### config.mk
export PLATFORM = sky130hd
export DESIGN_NAME = hazard_ctrl
export DESIGN_NICKNAME = d
export VERILOG_FILES = /design/src/rtl/hazard_ctrl.sv
export SDC_FILE = /design/constraint.sdc
export NUM_CORES = 1
export LEC_CHECK = 0
export ABC_AREA = 1
export ABC_CLOCK_PERIOD_IN_PS = 2700
export CAP_MARGIN = 20
export CORE_AREA = 2 2 98 100
export CTS_BUF_LIST = sky130_fd_sc_hd__clkbuf_4
export CTS_CLUSTER_DIAMETER = 30
export CTS_CLUSTER_SIZE = 40
export DETAILED_ROUTE_END_ITERATION = 10
export DIE_AREA = 0 0 100 102
export MAX_ROUTING_LAYER = met4
export PLACE_DENSITY_LB_ADDON = 0.05
export RECOVER_POWER = 25
export SLEW_MARGIN = 15
export SYNTH_ARGS = -nofsm -noshare
export SYNTH_HDL_FRONTEND = slang
export SYNTH_SLANG_ARGS = --single-unit
### constraint.sdc
create_clock -name i_clk -period 2.7 [get_ports i_clk]
set_input_delay 0.54 -clock i_clk [delete_from_list [all_inputs] [get_ports i_clk]]
set_output_delay 0.54 -clock i_clk [all_outputs]
set_load 0.01 [all_outputs]
### src/rtl/hazard_ctrl.sv
// Issue-stage hazard controller: RAW/WAW interlock against a per-register
// late-write scoreboard, load capacity limit and multi-cycle multiply occupancy.
module hazard_ctrl #(
    parameter int unsigned MUL_CYCLES = 4,
    parameter int unsigned MAX_LOADS  = 2
) (
    input  logic        i_clk,
    input  logic        i_rst_n,
    input  logic        i_issue_valid,
    input  logic        i_rm_used,
    input  logic        i_rn_used,
    input  logic        i_rs_used,
    input  logic [3:0]  i_rm_code,
    input  logic [3:0]  i_rn_code,
    input  logic [3:0]  i_rs_code,
    input  logic        i_rd_en,
    input  logic [3:0]  i_rd_code,
    input  logic        i_rd_late,
    input  logic        i_mul,
    input  logic        i_mem_done,
    input  logic [3:0]  i_mem_rd_code,
    input  logic        i_flush,
    output logic        o_stall,
    output logic        o_issue,
    output logic        o_ex_busy,
    output logic [15:0] o_pending,
    output logic [3:0]  o_load_cnt
);

    localparam int unsigned NREG = 16;
    localparam int unsigned CW   = 4;

    logic [NREG-1:0] clr_vec;
    logic [NREG-1:0] hot;
    logic [NREG-1:0] pending_nxt;
    logic [CW-1:0]   mul_cnt;
    logic            raw;
    logic            waw;
    logic            full;
    logic            mem_ret;
    logic            load_set;

    // A register returning this cycle is forwarded from WB, so it is not hot.
    always_comb begin
        clr_vec = i_mem_done ? (NREG'(1) << i_mem_rd_code) : '0;
        hot     = o_pending & ~clr_vec;
        raw     = (i_rm_used & hot[i_rm_code]) |
                  (i_rn_used & hot[i_rn_code]) |
                  (i_rs_used & hot[i_rs_code]);
        waw     = i_rd_en & hot[i_rd_code];
        full    = i_rd_en & i_rd_late & (o_load_cnt == CW'(MAX_LOADS)) & ~i_mem_done;
    end

    assign o_ex_busy = (mul_cnt != '0);
    assign o_stall   = i_rst_n & i_issue_valid & ~i_flush & (raw | waw | full | o_ex_busy);
    assign o_issue   = i_rst_n & i_issue_valid & ~i_flush & ~o_stall;

    assign mem_ret  = i_mem_done & (o_load_cnt != '0);
    assign load_set = o_issue & i_rd_en & i_rd_late;

    // Clear applied first so a same-register set in the same cycle wins.
    always_comb begin
        pending_nxt = o_pending;
        if (mem_ret) begin
            pending_nxt[i_mem_rd_code] = 1'b0;
        end
        if (load_set) begin
            pending_nxt[i_rd_code] = 1'b1;
        end
    end

    always_ff @(posedge i_clk or negedge i_rst_n) begin
        if (!i_rst_n) begin
            o_pending  <= '0;
            o_load_cnt <= '0;
            mul_cnt    <= '0;
        end else begin
            o_pending <= pending_nxt;
            case ({load_set, mem_ret})
                2'b10:   o_load_cnt <= o_load_cnt + CW'(1);
                2'b01:   o_load_cnt <= o_load_cnt - CW'(1);
                default: o_load_cnt <= o_load_cnt;
            endcase
            if (o_issue && i_mul) begin
                mul_cnt <= CW'(MUL_CYCLES - 1);
            end else if (mul_cnt != '0) begin
                mul_cnt <= mul_cnt - CW'(1);
            end
        end
    end

endmodule

==> reports/qor.yml, run 1 <==
clock_network:
  htreeDepth: 1
  path_clk_slew_ps: 170
  clock_path_buffers: 2
  cts.sinks: 24
  numCtsBuffers: 3
  worst_skew_pair.late_latency_ps: 340
  cts-root-buf: "clkbuf_4"
  cts_tree: "done"
global_routing:
  overflow: 0
  grt_max_degree: 25
  antenna_found_initial: 0
  grt_util_all_layers_pct: 19.4
  grt_pass1_wl_um: 15000
  grt_pass1_vias: 2850
route:
  wl_per_cell_um: 16.3
  finalWirelength_um: 9490
  vias: 2890
  drt_iter0_markers: 220
  final_antenna_net_count: 0
  avgViaCountPerCell: 4.97
  drt_pass1_iterations: 7
  drc: 0
cells_and_area:
  regArea_um2: 601
  drive_above_1_share_pct: 30.4
  multi_input_area_um2: 1730
  area_delta_synth_final_pct: 68.6
  diodes: 0
  fin_nets: 508
  fillCellCount: 979
worst_setup_path:
  end_kind: "output port"
  startpoint: "i_mem_done"
  cp_max_fo: 7
  rrSetupSlack_ps: 60
  critPathKind: "input pin to output port"
  crit-reg2reg-launch: "mul_cnt[0]"
  cp.required_ps: 2160
  cpPeakStageDelay_ps: 190
  critPathSlowestCell: "buf_4"
  critPathLaunchType: "input pin"
  crit_end: "o_stall"
  crit_path_frequent_cell: "nor2_1"
  reg2reg_to: "o_load_cnt[3]"
  reg2reg_depth: 19
  cp.arrival_ps: 2180
  path_cells: "buf_6 -> buf_4 -> nand3_2 -> nand2_1 -> nand2_1 -> nand2_1 -> nor2_1 -> nor2_1 -> nor2_1 -> nand3_2 -> nand3_4 -> buf_4 -> buf_6 -> nor2_4 -> nor2_1 -> buf_2"
outcome:
  status: "finished, violations left"
  violations: "negative setup slack"
place:
  finalWeightedCongestion: 0.963
  portBuffers: 53
  dp_hpwl_um: 7220
  pre_cts_ws_ps: -1040
sta:
  layout_min_cycle_time_ps: 2720
  finClkSkew_ps: 9.80
  relSlewSlack_pct: 4.16
  tightest_slew_ps: 1440
  finalSetupViolCount: 1
  report.final.slew_viol_count: 0
  fmax_mhz: 368
  hold_violations: 0
  setup_tns_ps: -18.6
  timing.final.ws_setup_ps: -18.6
  grt_setup_unrepaired: "true"
  timing.final.crit_share_pct: 101
power_and_ir_drop:
  leakagePower_nw: 1.70
  max-vdd-ir-drop_mv: 0.373
  p_per_area_nw_per_um2: 457
worst_hold_path:
  hp-class: "register to register"
  min_path_cells: 2
yosys:
  ys.flop_type: "dfrtp_1"
  synth_cell_types: 29
  yosysSeqAreaShare_pct: 26.9
  synth.top_cell.area_share_pct: 26.9
  yosys_warnings: 0
  yosys-top-cells-area: "dfrtp_1 27%, nand3_1 21%, nand2_1 14%"
  post_synth.cell_area_avg_um2: 6.30
  synth_fp_nets: 391
  synth_commonest_cells: "93 x nand3_1, 84 x nand2_1, 41 x nor2_1, 32 x inv_1, 24 x dfrtp_1"
  synth_largest_area_cell: "dfrtp_1"
  syn_inst: 355
  ys_ff_latch: 24
  async_flop_share_pct: 100
  synth_edf_count: 0
  yosysMostFrequentCell: "nand3_1"
  syn_area_um2: 2240
die:
  start_util_pct: 24.5
  die-width_um: 100
  core-area_um2: 9110
  dieHeight_um: 102
  num_io_pins: 54
  std_cell_rows: 35
  die-area_um2: 10200
run:
  cap_violations: 0
==> sequential cells by signal (all words and copies together) (netlist names) <==
name / count
o_load_cnt: 4
o_pending: 16
mul_cnt: 4
==> worst min-delay path by stage <==
stage	slack, ps	to	startpoint
global route	560	mul_cnt[1]	mul_cnt[1]
global placement	490	mul_cnt[0]	mul_cnt[0]
detailed placement	490	mul_cnt[0]	mul_cnt[0]
CTS	520	mul_cnt[0]	mul_cnt[0]
floorplan	240	mul_cnt[0]	i_rst_n
finish	540	mul_cnt[1]	mul_cnt[1]
==> metrics by stage <==
step                cell area [um^2]  std cells  utilization, %  power, mW  hold WS, ps
floorplan                       2280        355               -      0.916          244
global placement                3260        561            35.8       1.32          489
detailed placement              3260        561            35.8       1.31          486
CTS                             3610        577            39.7       1.67          523
global route                    3770        582            41.4       1.85          564
finish                          3770        582            41.4       1.72          536
==> where the power goes <==
part           internal (mW)  total (mW)  leakage [nW]  switching, mW
clock network          0.150       0.286        0.0279          0.135
registers              0.425       0.474         0.320         0.0497
logic                  0.495       0.964          1.35          0.468
==> critical path, delay by kind of cell <==
kind / cells / cell delay (ps)
AND/OR/NAND/NOR: 11 / 980
buffers and inverters: 5 / 630
==> final cells by class <==
type	count	share of cell area (%)
Tap cell	111	3.68
Timing Repair Buffer	120	29.5
Multi-Input combinational cell	288	45.9
Clock buffer	3	0.597
Sequential cell	24	15.9
Inverter	35	3.62
Clock inverter	1	0.797
==> what timing repair did <==
| item | 4_1_cts | 5_1_grt |
|---|---|---|
| hold endpoints to repair | 0 | 0 |
| setup endpoints to repair | 6 | 4 |
| buffers inserted | 13 | 6 |
| hold buffers | 0 | 0 |
| resized for setup | 95 | 34 |
| pin swaps | 22 | 17 |
==> cell families after synthesis <==
family | synth area share (%)
simple gates | 52.7
buf+inv | 8.95
flops | 26.9
compound gates | 6.77
xor+xnor | 1.57
fa+ha+maj | 3.13
==> metal layers <==
layer,wire length (um),track usage (%),part of all wire (%)
met5,0,-,0
met4,111,6.22,1.2
met3,602,1.98,6.3
met2,4310,29.9,45
met1,4470,26.7,47
==> placed cells by master, fill, tap and decap left out, types with 2 or more instances in the layout <==
| master | instances |
|---|---|
| nand3_2 | 5 |
| nand3_4 | 6 |
| clkdlybuf4s50_1 | 38 |
| inv_2 | 9 |
| o21ai_0 | 23 |
| clkbuf_4 | 3 |
| buf_4 | 53 |
| inv_4 | 2 |
| nand3_1 | 86 |
| nor2_1 | 34 |
| nand4_1 | 16 |
| inv_1 | 23 |
| buf_12 | 4 |
| nand2_4 | 5 |
| nor2_2 | 6 |
| ha_4 | 3 |
| nand3b_1 | 3 |
| nand2_1 | 65 |
| buf_6 | 14 |
| nor2_4 | 7 |
| xnor2_1 | 2 |
| nand2_2 | 13 |
| dlygate4sd2_1 | 6 |
| a21boi_2 | 3 |
| dfrtp_1 | 24 |
| xor2_1 | 2 |
| nand2_8 | 3 |
Power figures use the tool's default switching activity.
==> run 2, diff against run 1 <==
--- a/config.mk
+++ b/config.mk
@@ -6,7 +6,6 @@
 export NUM_CORES = 1
 export LEC_CHECK = 0
 export ABC_AREA = 1
-export ABC_CLOCK_PERIOD_IN_PS = 2700
 export CAP_MARGIN = 20
 export CORE_AREA = 2 2 98 100
 export CTS_BUF_LIST = sky130_fd_sc_hd__clkbuf_4
@@ -14,7 +13,6 @@
 export CTS_CLUSTER_SIZE = 40
 export DETAILED_ROUTE_END_ITERATION = 10
 export DIE_AREA = 0 0 100 102
-export MAX_ROUTING_LAYER = met4
 export PLACE_DENSITY_LB_ADDON = 0.05
 export RECOVER_POWER = 25
 export SLEW_MARGIN = 15
==> reports/qor.yml, run 2 (synthesis results as in run 1) <==
die:
  dieHeight_um: 102
  start_util_pct: 24.5
  num_io_pins: 54
  core-area_um2: 9110
  die-width_um: 100
  die-area_um2: 10200
  std_cell_rows: 35
sta:
  finClkSkew_ps: 11.2
  timing.final.ws_setup_ps: -43.5
  grt_setup_unrepaired: "true"
  layout_min_cycle_time_ps: 2740
  timing.final.crit_share_pct: 102
  relSlewSlack_pct: 4.77
  fmax_mhz: 365
  tightest_slew_ps: 1430
  report.final.slew_viol_count: 0
  finalSetupViolCount: 1
  hold_violations: 0
power_and_ir_drop:
  p_per_area_nw_per_um2: 457
  leakagePower_nw: 1.69
  max-vdd-ir-drop_mv: 0.371
run:
  cap_violations: 0
route:
  final_antenna_net_count: 0
  drt_pass1_iterations: 5
  drc: 0
  wl_per_cell_um: 16.2
  avgViaCountPerCell: 4.97
  drt_iter0_markers: 155
  vias: 2895
  finalWirelength_um: 9440
cells_and_area:
  largest_reg_flops: 16
  drive_above_1_share_pct: 30.6
  fin_nets: 508
  finalNonFillerCells: 582
  mostFrequentLayoutCell: "nand3_1"
  area_delta_synth_final_pct: 68.1
  reg_top3: "o_pending: 16 flops, mul_cnt: 4 flops, o_load_cnt: 4 flops"
  design_area_um2: 3760
  multi_input_area_um2: 1730
  diodes: 0
  fillCellCount: 985
  regArea_um2: 601
  regMostFlops: "o_pending"
  final_cell_mix: "86 x nand3_1, 64 x nand2_1, 54 x buf_4"
place:
  pre_cts_ws_ps: -1040
  dp_cells: 561
  portBuffers: 53
  place_area_um2: 3260
  dp_hpwl_um: 7220
  finalWeightedCongestion: 0.946
outcome:
  status: "finished, violations left"
  violations: "negative setup slack"
worst_setup_path:
  critPathKind: "input pin to output port"
  cp.required_ps: 2160
  critPathLaunchType: "input pin"
  end_kind: "output port"
  cp_max_fo: 7
  cp.arrival_ps: 2200
clock_network:
  path_clk_slew_ps: 170
  holdBufCountCts: 0
  numCtsBuffers: 3
  clock_path_buffers: 2
  cts_tree: "done"
  htreeDepth: 1
  cts-root-buf: "clkbuf_4"
  cts.sinks: 24
  worst_skew_pair.late_latency_ps: 340
global_routing:
  use_met1_pct: 26.7
  grt_max_degree: 25
  gr-usage-met3_pct: 2.19
  antenna_found_initial: 0
  grt_pass1_wl_um: 15000
  grt_pass1_vias: 2845
  grt_util_all_layers_pct: 18.8
  overflow: 0
  top_usage_layer: "met2"
  use_met2_pct: 29.8
worst_hold_path:
  hp-class: "register to register"
[run 2: layout make-up]
type                    count  share of cell area, %
clock buffers               3                  0.599
clock inverters             1                  0.799
inverters                  35                   3.63
multi-input cells         288                   45.9
flip-flops and latches     24                   16.0
well taps                 111                   3.70
repair buffers            120                   29.4
[run 2: what timing repair did]
item | CTS | global route
pin swaps | 22 | 22
gates resized for setup | 95 | 36
endpoints found under the hold margin | 0 | 0
buffers inserted | 13 | 6
endpoints found under the setup margin | 6 | 4
[run 2: where the power goes]
part           switching (mW)  internal, mW  leakage [nW]
Sequential             0.0499         0.425         0.320
Clock                   0.136         0.150        0.0279
Combinational           0.466         0.493          1.35
Total                   0.651          1.07          1.69
[run 2: worst paths after layout]
| check | from | end | slack [ps] | cells after the start |
|---|---|---|---|---|
| hold reg to reg | mul_cnt[1] | mul_cnt[1] | 540 | 2 |
| setup reg to reg | mul_cnt[0] | o_load_cnt[3] | 70 | 19 |
| hold / removal | mul_cnt[1] | mul_cnt[1] | 540 | 2 |
| setup / recovery | i_mem_done | o_stall | -40 | 16 |
| min in group asynchronous | i_rst_n | o_pending[13] | 1120 | 2 |
| max in group asynchronous | i_rst_n | o_pending[9] | 750 | 2 |
[run 2: stage by stage]
| stage | utilization [%] | power [mW] | hold WS (ps) | TNS [ps] |
|---|---|---|---|---|
| 2_1_floorplan | - | 0.916 | 244 | -181 |
| 3_3_place_gp | 35.8 | 1.32 | 489 | -7300 |
| 3_5_place_dp | 35.8 | 1.31 | 486 | -7470 |
| 4_1_cts | 39.7 | 1.67 | 523 | -75.3 |
| 5_1_grt | 41.3 | 1.85 | 564 | -303 |
| 6_report | 41.3 | 1.72 | 536 | -43.5 |
[run 2: worst max-delay path, cell delays in order]
cell and delay, ps:
buf_6 100, buf_4 190, nand3_2 150, nand2_1 80
nand2_1 70, nand2_1 50, nor2_1 140, nor2_1 50
nor2_1 150, nand3_2 120, nand3_4 90, buf_4 110
buf_6 90, nor2_4 30, nor2_1 100, buf_2 140
[run 2: layer usage]
layer / vias to the layer above / routed length (um)
met5: - / 0
met4: 0 / 148
met3: 10 / 662
met2: 114 / 4210
met1: 1338 / 4430
li1: 1433 / -
==> run 3, diff against run 2 <==
--- a/config.mk
+++ b/config.mk
@@ -9,8 +9,8 @@
 export CAP_MARGIN = 20
 export CORE_AREA = 2 2 98 100
 export CTS_BUF_LIST = sky130_fd_sc_hd__clkbuf_4
-export CTS_CLUSTER_DIAMETER = 30
-export CTS_CLUSTER_SIZE = 40
+export CTS_CLUSTER_DIAMETER = 50
+export CTS_CLUSTER_SIZE = 10
 export DETAILED_ROUTE_END_ITERATION = 10
 export DIE_AREA = 0 0 100 102
 export PLACE_DENSITY_LB_ADDON = 0.05
==> results of run 3 <==
No change in the layout: final DEF, timing and power equal those of run 2.
